[src/rtl/imem_boot_loader.sv]
// Boot-time byte loader for the instruction memory: streams an image into addresses 0..len-1,
// then releases the core. Define IMEM_BOOT_CHECKSUM_EN to require a trailing checksum byte.
module imem_boot_loader #(
  parameter int ADDR_BUS_WIDTH = 5,
  parameter int DATA_BUS_WIDTH = 32
) (
  input  logic                      clk,
  input  logic                      rst_n,
  input  logic                      start,
  input  logic [ADDR_BUS_WIDTH:0]   len,
  input  logic                      s_valid,
  output logic                      s_ready,
  input  logic [7:0]                s_data,
  input  logic [ADDR_BUS_WIDTH-1:0] pc_a,
  output logic [ADDR_BUS_WIDTH-1:0] imem_a,
  output logic                      mem_we,
  output logic [7:0]                mem_wdata,
  output logic                      busy,
  output logic                      done,
  output logic                      cpu_run,
  output logic                      err
);

  localparam int unsigned DEPTH_I = 2 ** ADDR_BUS_WIDTH;
  localparam logic [ADDR_BUS_WIDTH:0]   MEM_DEPTH = DEPTH_I[ADDR_BUS_WIDTH:0];
  localparam logic [ADDR_BUS_WIDTH:0]   CNT_ZERO  = {(ADDR_BUS_WIDTH+1){1'b0}};
  localparam logic [ADDR_BUS_WIDTH:0]   CNT_ONE   = {{ADDR_BUS_WIDTH{1'b0}}, 1'b1};
  localparam logic [ADDR_BUS_WIDTH-1:0] ADDR_ZERO = {ADDR_BUS_WIDTH{1'b0}};

  if ((DATA_BUS_WIDTH % 8) != 0) begin : g_width_chk
    $error("DATA_BUS_WIDTH must be a whole number of bytes");
  end

`ifdef IMEM_BOOT_CHECKSUM_EN
  typedef enum logic [1:0] {ST_IDLE = 2'd0, ST_LOAD = 2'd1, ST_DONE = 2'd2, ST_CHECK = 2'd3} state_e;
  localparam state_e ST_AFTER_LOAD = ST_CHECK;
`else
  typedef enum logic [1:0] {ST_IDLE = 2'd0, ST_LOAD = 2'd1, ST_DONE = 2'd2} state_e;
  localparam state_e ST_AFTER_LOAD = ST_DONE;
`endif

  state_e                      state_q, state_d;
  logic [ADDR_BUS_WIDTH:0]     cnt_q, cnt_d;
  logic [ADDR_BUS_WIDTH:0]     len_q, len_d;
  logic [ADDR_BUS_WIDTH-1:0]   wr_addr_q, wr_addr_d;
  logic                        we_q, we_d;
  logic [7:0]                  wdata_q, wdata_d;
  logic                        err_q, err_d;

  logic                        idle_like_s;
  logic                        start_ok_s;
  logic                        xfer_s;
  logic                        load_xfer_s;
  logic                        last_s;
  logic [ADDR_BUS_WIDTH:0]     cnt_inc_s;

  assign idle_like_s = (state_q == ST_IDLE) || (state_q == ST_DONE);
  assign start_ok_s  = (len != CNT_ZERO) && (len <= MEM_DEPTH);
  assign xfer_s      = s_valid && s_ready;
  assign load_xfer_s = xfer_s && (state_q == ST_LOAD);
  assign cnt_inc_s   = cnt_q + CNT_ONE;
  assign last_s      = load_xfer_s && (cnt_inc_s == len_q);

`ifdef IMEM_BOOT_CHECKSUM_EN
  logic [7:0] sum_q, sum_d;
  logic [7:0] sum_plus_s;
  logic       chk_xfer_s;
  logic       chk_pass_s;

  assign sum_plus_s = sum_q + s_data;
  assign chk_xfer_s = xfer_s && (state_q == ST_CHECK);
  assign chk_pass_s = (sum_plus_s == 8'h00);
`endif

  always_ff @(posedge clk or negedge rst_n) begin
    if (!rst_n) begin
      state_q <= ST_IDLE;
    end else begin
      state_q <= state_d;
    end
  end

  always_comb begin
    state_d = state_q;
    case (state_q)
      ST_IDLE, ST_DONE: begin
        if (start) begin
          if (start_ok_s) begin
            state_d = ST_LOAD;
          end else begin
            state_d = ST_IDLE;
          end
        end else begin
          state_d = state_q;
        end
      end
      ST_LOAD: begin
        if (last_s) begin
          state_d = ST_AFTER_LOAD;
        end else begin
          state_d = ST_LOAD;
        end
      end
`ifdef IMEM_BOOT_CHECKSUM_EN
      ST_CHECK: begin
        if (chk_xfer_s) begin
          if (chk_pass_s) begin
            state_d = ST_DONE;
          end else begin
            state_d = ST_IDLE;
          end
        end else begin
          state_d = ST_CHECK;
        end
      end
`endif
      default: state_d = ST_IDLE;
    endcase
  end

  always_comb begin
    s_ready = 1'b0;
    busy    = 1'b0;
    done    = 1'b0;
    case (state_q)
      ST_LOAD: begin
        s_ready = 1'b1;
        busy    = 1'b1;
      end
`ifdef IMEM_BOOT_CHECKSUM_EN
      ST_CHECK: begin
        s_ready = 1'b1;
        busy    = 1'b1;
      end
`endif
      ST_DONE: done = 1'b1;
      default: begin
        s_ready = 1'b0;
        busy    = 1'b0;
        done    = 1'b0;
      end
    endcase
  end

  always_comb begin
    cnt_d     = cnt_q;
    len_d     = len_q;
    wr_addr_d = wr_addr_q;
    we_d      = 1'b0;
    wdata_d   = wdata_q;
    err_d     = err_q;
`ifdef IMEM_BOOT_CHECKSUM_EN
    sum_d     = sum_q;
`endif
    if (idle_like_s && start) begin
      if (start_ok_s) begin
        len_d     = len;
        cnt_d     = CNT_ZERO;
        wr_addr_d = ADDR_ZERO;
        err_d     = 1'b0;
`ifdef IMEM_BOOT_CHECKSUM_EN
        sum_d     = 8'h00;
`endif
      end else begin
        err_d = 1'b1;
      end
    end else if (load_xfer_s) begin
      cnt_d     = cnt_inc_s;
      wr_addr_d = cnt_q[ADDR_BUS_WIDTH-1:0];
      we_d      = 1'b1;
      wdata_d   = s_data;
`ifdef IMEM_BOOT_CHECKSUM_EN
      sum_d     = sum_plus_s;
    end else if (chk_xfer_s && !chk_pass_s) begin
      err_d = 1'b1;
`endif
    end else begin
      we_d = 1'b0;
    end
  end

  always_ff @(posedge clk or negedge rst_n) begin
    if (!rst_n) begin
      cnt_q     <= CNT_ZERO;
      len_q     <= CNT_ZERO;
      wr_addr_q <= ADDR_ZERO;
      we_q      <= 1'b0;
      wdata_q   <= 8'h00;
      err_q     <= 1'b0;
`ifdef IMEM_BOOT_CHECKSUM_EN
      sum_q     <= 8'h00;
`endif
    end else begin
      cnt_q     <= cnt_d;
      len_q     <= len_d;
      wr_addr_q <= wr_addr_d;
      we_q      <= we_d;
      wdata_q   <= wdata_d;
      err_q     <= err_d;
`ifdef IMEM_BOOT_CHECKSUM_EN
      sum_q     <= sum_d;
`endif
    end
  end

  assign mem_we    = we_q;
  assign mem_wdata = wdata_q;
  assign err       = err_q;
  assign cpu_run   = done;
  // The final image byte is written in the first DONE cycle, so a pending write keeps the port.
  assign imem_a    = (cpu_run && !we_q) ? pc_a : wr_addr_q;

endmodule
[config.mk]
export PLATFORM = sky130hd
export DESIGN_NAME = imem_boot_loader
export DESIGN_NICKNAME = d
export VERILOG_FILES = /design/src/rtl/imem_boot_loader.sv
export SDC_FILE = /design/constraint.sdc
export NUM_CORES = 1
export LEC_CHECK = 0
export ABC_AREA = 1
export ABC_CLOCK_PERIOD_IN_PS = 1480
export CELL_PAD_IN_SITES_DETAIL_PLACEMENT = 1
export CELL_PAD_IN_SITES_GLOBAL_PLACEMENT = 2
export CORE_MARGIN = 4
export CORE_UTILIZATION = 23
export DETAILED_ROUTE_END_ITERATION = 6
export PLACE_DENSITY = 0.79
export RECOVER_POWER = 25
export SYNTH_ARGS = -nofsm -noshare
export SYNTH_HDL_FRONTEND = slang
export SYNTH_SLANG_ARGS = --single-unit
[constraint.sdc]
create_clock -name clk -period 1.48 [get_ports clk]
set_input_delay 0.296 -clock clk [delete_from_list [all_inputs] [get_ports clk]]
set_output_delay 0.296 -clock clk [all_outputs]
set_load 0.03 [all_outputs]
==> run summary, run 1 <==
The transition time at the pin with the least slew margin came out at 0.771 ns. The setup path with the least slack is of type reg -> out. Entering global routing, the biggest net connects 30 pins. The count of buffers inserted at the top-level ports is 41. IR analysis of the VDD net gives a maximum drop of 0.616 mV. The post-route netlist has 26.0% of its cells at a drive strength greater than 1. STA classifies the critical path endpoint as an output port. The run gives 3110 um as the placed wire-length estimate after detailed placement.

The number of storage elements in the synthesis netlist works out to 29. The power per unit of standard cell area is 1830 nW/um^2, and the yosys synthesis warning count is 0. The internal power summed over all cells is 2.43 mW. The run gives 64 as the initial detailed-routing violation count. During I/O placement, the number of pins put on the boundary was 42. The tool flagged a number of max-cap violations equal to 0. The run gives 29 as the number of sinks on the clock net. The run gives 0 as the number of antenna violations at the first check in global routing.

Total power for the finished layout comes to 4.25 mW. After detailed routing, the total wire length is 4090 um. The filler cells instantiated in the layout total 709. The H-tree was split into 2 levels.

For the worst-case setup margin in the final layout, the log shows -0.190 ns. The longest clock path from root to sink contains 2 buffers. Setup repair after global routing could not meet its margin everywhere.

The logs give 0.01 ns for the minimum setup slack among reg-to-reg paths and 1430 um^2 for the synthesized area. After the flow finishes, the layout carries non-filler instances totaling 317. The core box area is 5990 um^2, and the clock-pin slew reported for the worst setup and hold paths after clock tree synthesis is 0.07 ns. The logs give 204 for the net count of the mapped netlist and 9 for the final number of setup-violating endpoints.

Clock tree root buffer cell: clkbuf_8. Relative to the synthesized area, the layout overhead comes to 62.0%. Clock skew on the completed layout was measured at 0.00467 ns. A synthesized cell averages 7.95 um^2. After detailed routing, the number of remaining DRC violations is 0.

Of the synthesized area, sequential elements account for 50.7%. Summing all multi-input logic gate instances after layout gives 728 um^2. The first TritonRoute pass finished after 4 iterations. The critical-path maximum fanout came out at 10. Dividing the detail-routed via count by the number of cells gives 4.32.

In this run the horizontal extent of the chip is 86.9 um. After detailed placement, the design holds a cell count of 307. The finished layout cell area was 2320 um^2. The die extent in y is 86.9 um. The final reports fail on setup timing.

The run gives 0.755 as the final weighted congestion of routability-driven global placement. TritonCTS built the clock tree. Global routing finished with a remaining overflow of 0. The endpoint required time on the critical path was 1.18 ns.

In the layout the commonest cells are 53 x nand2_1, 29 x dfrtp_1, 24 x inv_1, 21 x clkdlybuf4s50_1, 14 x buf_4. The total number of vias came out at 1,370. The area occupied by registers is 726 um^2, and the signal arrival time at the worst endpoint is 1.37 ns. The run finished, with violations left. The placed instances occupy a cell area of 2100 um^2.

The tools report the power spent charging and discharging nets as 1.82 mW. The global-route usage over all layers came out at 11.8%. In the final timing run, aggregate negative setup slack is -1.47 ns. In the final design database the tool counted 266 nets. The logs give 0.28 ns for the insertion delay of the later-clocked pin in the worst-skew pair and 48.6% for the worst relative slew slack.

The tools report the overall die area as 7550 um^2. The worst min-delay path class is reg -> reg. The logs give 1.09 nW for the leakage power and 180 for the number of cells produced by synthesis. Combinational logic burns 53.2% of the power. In this run, CTS created clock tree buffers numbering 5. The logs give 0 for the total count of max-transition violations in the final report and 0 for the final hold violation count. The run gives 23.9% as the initial core utilization. The number of antenna diodes in the final layout is 0.

The final critical path takes up 113% of the cycle. The end-of-flow core utilization came out at 38.7%. The worst setup path is launched from a flop. In this run switching power makes up 42.8% of total power.

In this run the remaining antenna-violating nets after routing total 0. The number of different library cells in the post-synthesis netlist came out at 23. The wire length of the first global-routing pass was 6930 um; the register share of total power was 31.1%.

The logs give 15.6% for the part of the power in the clock network and 1,433 for the number of global-route vias before repair. The most frequent standard cell in the layout excluding fill and tap cells is nand2_1. The post-layout minimum cycle time came out at 1.67 ns. The highest attainable clock frequency came out at 0.599 GHz.

The average routed wire per standard cell came out at 12.9 um. The run gives 28 as the floorplan row count.
## cell type report
class	instances	share of cell area, %
Clock buffer	7	3.72
Inverter	26	4.32
Multi-Input combinational cell	119	31.4
Timing Repair Buffer	61	25.2
Tap cell	75	4.05
Sequential cell	29	31.3
## layer usage
| metal | vias up | GRT usage [%] | part of all wire [%] |
|---|---|---|---|
| li1 | 689 | - | - |
| met1 | 656 | 15.0 | 46 |
| met2 | 23 | 19.2 | 50 |
| met3 | 2 | 2.84 | 2.9 |
| met4 | 0 | 4.67 | 1.1 |
| met5 | - | 0 | 0 |
## path summary, 6_finish.rpt
check | start | endpoint | cells past startpoint
max in group asynchronous | rst_n | len_q[1]$_DFFE_PN0P_ | 2
worst max-delay path | state_q[0]$_DFFE_PN0P_ | imem_a[1] | 5
worst min register to register | mem_wdata[3]$_DFFE_PN0P_ | mem_wdata[3]$_DFFE_PN0P_ | 2
worst max register to register | state_q[0]$_DFFE_PN0P_ | state_q[0]$_DFFE_PN0P_ | 11
min in group asynchronous | rst_n | state_q[1]$_DFFE_PN0P_ | 2
worst min-delay path | mem_wdata[3]$_DFFE_PN0P_ | mem_wdata[3]$_DFFE_PN0P_ | 2
## cells in the mapped netlist (all sizes together)
master	n	area [um^2]
nand2	57	221
dfrtp	29	726
inv	26	97.6
nor2	18	80.1
nand3	11	65.1
o21ai	9	45.0
a21oi	7	38.8
o22ai	7	43.8
buf	5	32.5
nand4	4	25.0
o21a	2	15.0
xor2	2	17.5
clkbuf	1	3.75
ha	1	12.5
nand3b	1	7.51
## timing repair
| action | in CTS | in global routing |
|---|---|---|
| gates resized for setup | 21 | 22 |
| hold buffers | 0 | 0 |
| pin swaps | 4 | 7 |
| buffers inserted | 1 | 2 |
| setup endpoints to repair | 18 | 15 |
## worst max-delay path, stage by stage, from the launching register on
cell	delay, ns
dfrtp_1	0.41
nor2_4	0.21
nand2_8	0.15
nor2_4	0.14
a21oi_4	0.04
buf_6	0.14
## per-stage QoR
step	setup WS [ns]	hold slack [ns]
finish	-0.190	0.478
global route	-0.247	0.504
CTS	-0.224	0.387
detailed placement	-0.211	0.468
global placement	-0.177	0.464
floorplan	0.0168	0.000409
## state kept, by name (all words and copies together), names as in the netlist
signal,cells
wr_addr_q,5
mem_wdata,8
cnt_q,6
mem_we,1
len_q,6
err,1
state_q,2
## kinds of logic after synthesis
logic type / after synthesis / synth area share, %
simple gates: 91 / 27.9
buf+inv: 32 / 9.35
flops: 29 / 50.7
compound gates: 25 / 9.96
xor+xnor: 2 / 1.22
fa+ha+maj: 1 / 0.874
## power groups by stage
stage	Clock, mW	Sequential, mW	Combinational [mW]
after global placement	0	1.33	2.11
after global routing	0.723	1.37	2.47
after floorplan	0	1.56	1.03
final	0.664	1.32	2.26
after detailed placement	0	1.33	2.16
after CTS	0.683	1.33	2.14
(Power assumes the default switching activity.)
==> inputs of run 2 (changes only) <==
CELL_PAD_IN_SITES_DETAIL_PLACEMENT = unset   (was 1)
CELL_PAD_IN_SITES_GLOBAL_PLACEMENT = unset   (was 2)
CORE_UTILIZATION = 42   (was 23)
PLACE_DENSITY = 0.81   (was 0.79)
==> run 2 against run 1 <==
The run still ends with setup timing left. Maximum frequency decreased by 3.8%. Global-route usage increased by 5.5 points. Core utilization increased by 31 points. Flip-flop and latch count unchanged. Count of clock-buffer cells in the layout decreased by 1. Critical path depth unchanged. Critical endpoint is now imem_a[2].
==> run summary, run 2 (synthesized netlist as in run 1, its figures left out) <==
STA puts the critical path data required time at 1.18 ns. The number of global-route vias before repair is 1,334. Clock tree synthesis selected as its root buffer the cell clkbuf_4.

CTS saw 29 sinks. Kind of cell with the highest combined delay on the critical path: simple AND/OR/NAND/NOR gates. In this run the vertical extent of the chip is 66.4 um.

Average routed wire per standard cell: 12.0 um. For the worst flop-to-flop path, the logic depth is 11. The initial utilization of the core area, before any placement, comes to 45.4%. 42 I/O pins were placed. After detailed routing, the number of remaining DRC violations is 0. The count of buffers inserted at the top-level ports works out to 41. Setup violations remaining at the end of the flow were counted as 10. Overall die area: 4410 um^2. The tools report the sink of the worst hold path as mem_wdata[2]$_DFFE_PN0P_. For this block, the routed nets add up to 3420 um of wire.

Total count of max-transition violations in the final report: 0. The checks that failed: setup timing. The cell area after placement came out at 2010 um^2.

Relative to the synthesized area, the layout overhead comes to 54.5%. The tools report the highest attainable clock frequency as 0.576 GHz. Setup slack on the worst reg-to-reg path comes out at -0.05 ns.

Summing over every cut layer, the via total after detailed routing is 1,346. The min-delay analysis places its worst path in the category reg -> reg. At the worst endpoint, the arrival time is 1.44 ns.

At the end of the flow, the number of nets in the layout was 264. The largest vdd supply drop came out at 1.26 mV. The library cells used most frequently in the layout, excluding fill and tap cells, are 51 x nand2_1, 28 x dfrtp_1, 23 x inv_1, 21 x clkdlybuf4s50_1, 14 x buf_4. Of the cells placed in the final design, the portion with a size suffix greater than 1 is 27.0%. STA classifies the critical path startpoint as a flop. The H-tree depth was 2; the critical-path maximum fanout was 10. The global-route usage over all layers was 17.3%. The run finished, with violations left.

Detailed placement ended at an HPWL of 2460 um. For the worst-case setup margin in the final layout, the log shows -0.256 ns. For the final database, setup skew stands at 0.00750 ns.

Counting along the longest clock path gives a buffer depth of 2. The total overflow left after global routing is 0. The final critical path takes up 117% of the cycle. The final weighted congestion of routability-driven global placement is 0.792, and the number of buffers and inverters on the critical path is 1. Once layout is complete, the utilization of the core stands at 70.2%. The total inserted antenna cells is 0, and the initial detailed-routing violation count is 59.

The signal on the critical path passes through nor2_4 -> nand2_8 -> nor2_2 -> a21oi_4 -> buf_4. Leakage power: 1.05 nW. The wire length of the first global-routing pass came out at 5840 um. For this design, the slowest cell found on the critical path is dfrtp_2. Setup repair after global routing could not meet its margin everywhere. The startpoint identified for the worst register-to-register timing path is state_q[0]$_DFFE_PN0P_. Buffers inserted during clock tree synthesis total 5. The routed design could run at a clock period as short as 1.74 ns. Across the run, the number of max-cap violations was 0. In this run the remaining antenna-violating nets after routing total 0.

In this run the power density over the cells is 1770 nW/um^2. The library cell used most frequently in the layout, excluding fill and tap cells, is nand2_1. The length of the first detailed-routing pass in iterations is 4. The core box area came out at 3150 um^2. TritonCTS built the clock tree. The worst hold path was traced through 2 stages.

The worst relative slew slack is 52.6%. The worst hold path begins at mem_wdata[2]$_DFFE_PN0P_. The clock-pin slew reported for the worst setup and hold paths after clock tree synthesis came out at 0.09 ns. The tightest hold path in the finished design has a slack of 0.484 ns. The register with the most flip-flops in the layout has 8 of them. At the pin with the least slew margin, the transition time is 0.712 ns. The die span in x is 66.4 um, and the largest net degree at the start of global routing is 30. The worst register-to-register path ends at state_q[0]$_DFFE_PN0P_. The tools report the final hold violation count as 0. The insertion delay of the later-clocked pin in the worst-skew pair was 0.32 ns; the ratio of routed vias to standard cells was 4.72. The delay contributed by the slowest stage of the critical path was 0.43 ns; the floorplan row count was 20. After routing the design area is 2210 um^2. The setup slack after placement was -0.188 ns; the number of antenna violations at the first check in global routing was 0.

The worst setup path is captured at an output port. Startpoint-to-endpoint class of the critical path: reg -> out.
==> run 2: worst reg2reg max path, cell delays in order (launching register included) <==
cell and delay, ns:
dfrtp_2 0.39, buf_4 0.11, buf_6 0.10, inv_4 0.04, nor2_4 0.15, nand2_4 0.09, nor2_1 0.10, nand3_1 0.09
nor2_2 0.13, nand3_2 0.09, nand2_2 0.08, a21oi_2 0.05
==> run 2: worst max-delay path by stage <==
| stage | startpoint | endpoint | depth (start not counted) |
|---|---|---|---|
| 6_report | state_q[0]$_DFFE_PN0P_ | imem_a[2] | 5 |
| 5_1_grt | state_q[0]$_DFFE_PN0P_ | imem_a[2] | 5 |
| 4_1_cts | state_q[0]$_DFFE_PN0P_ | imem_a[2] | 5 |
| 3_5_place_dp | len[1] | len_q[5]$_DFFE_PN0P_ | 7 |
| 3_3_place_gp | len[1] | len_q[5]$_DFFE_PN0P_ | 7 |
| 2_1_floorplan | state_q[1]$_DFFE_PN0P_ | imem_a[0] | 4 |
==> run 2: stage by stage <==
step / setup TNS (ns) / power, mW / instances
4_1_cts: -1.22 / 3.78 / 279
2_1_floorplan: 0 / 2.59 / 180
5_1_grt: -2.50 / 4.23 / 285
6_report: -1.58 / 3.92 / 285
3_3_place_gp: -2.51 / 3.28 / 269
3_5_place_dp: -3.09 / 3.32 / 269
==> run 2: what timing repair did <==
item,4_1_cts,5_1_grt
hold buffers,0,0
gates resized for setup,25,17
pin swaps,3,11
setup endpoints to repair,19,21
setup buffers,3,6
gates cloned,0,1
==> run 2: per-layer routing <==
metal  vias up  GRT usage (%)  wire length [um]  share of wire (%)
li1        686              -                 -                  -
met1       632           21.3              1530                 45
met2        23           29.4              1750                 51
met3         5           4.25               102                3.0
met4         0           6.09                47                1.4
met5         -              0                 0                  0
==> run 2: power breakdown <==
part | total (mW) | internal, mW | leakage, nW | switching (mW)
clock network | 0.445 | 0.181 | 0.0320 | 0.265
registers | 1.31 | 1.11 | 0.368 | 0.202
logic | 2.17 | 0.914 | 0.651 | 1.26
==> run 2: cell type report <==
| type | count | area (um^2) |
|---|---|---|
| Timing Repair inverter | 1 | 7.51 |
| Clock buffer | 6 | 41.3 |
| Sequential cell | 29 | 727 |
| Multi-Input combinational cell | 119 | 717 |
| Timing Repair Buffer | 58 | 551 |
| Clock inverter | 2 | 10.0 |
| Tap cell | 44 | 55.1 |
| Inverter | 26 | 104 |
| Fill cell | 258 | 941 |
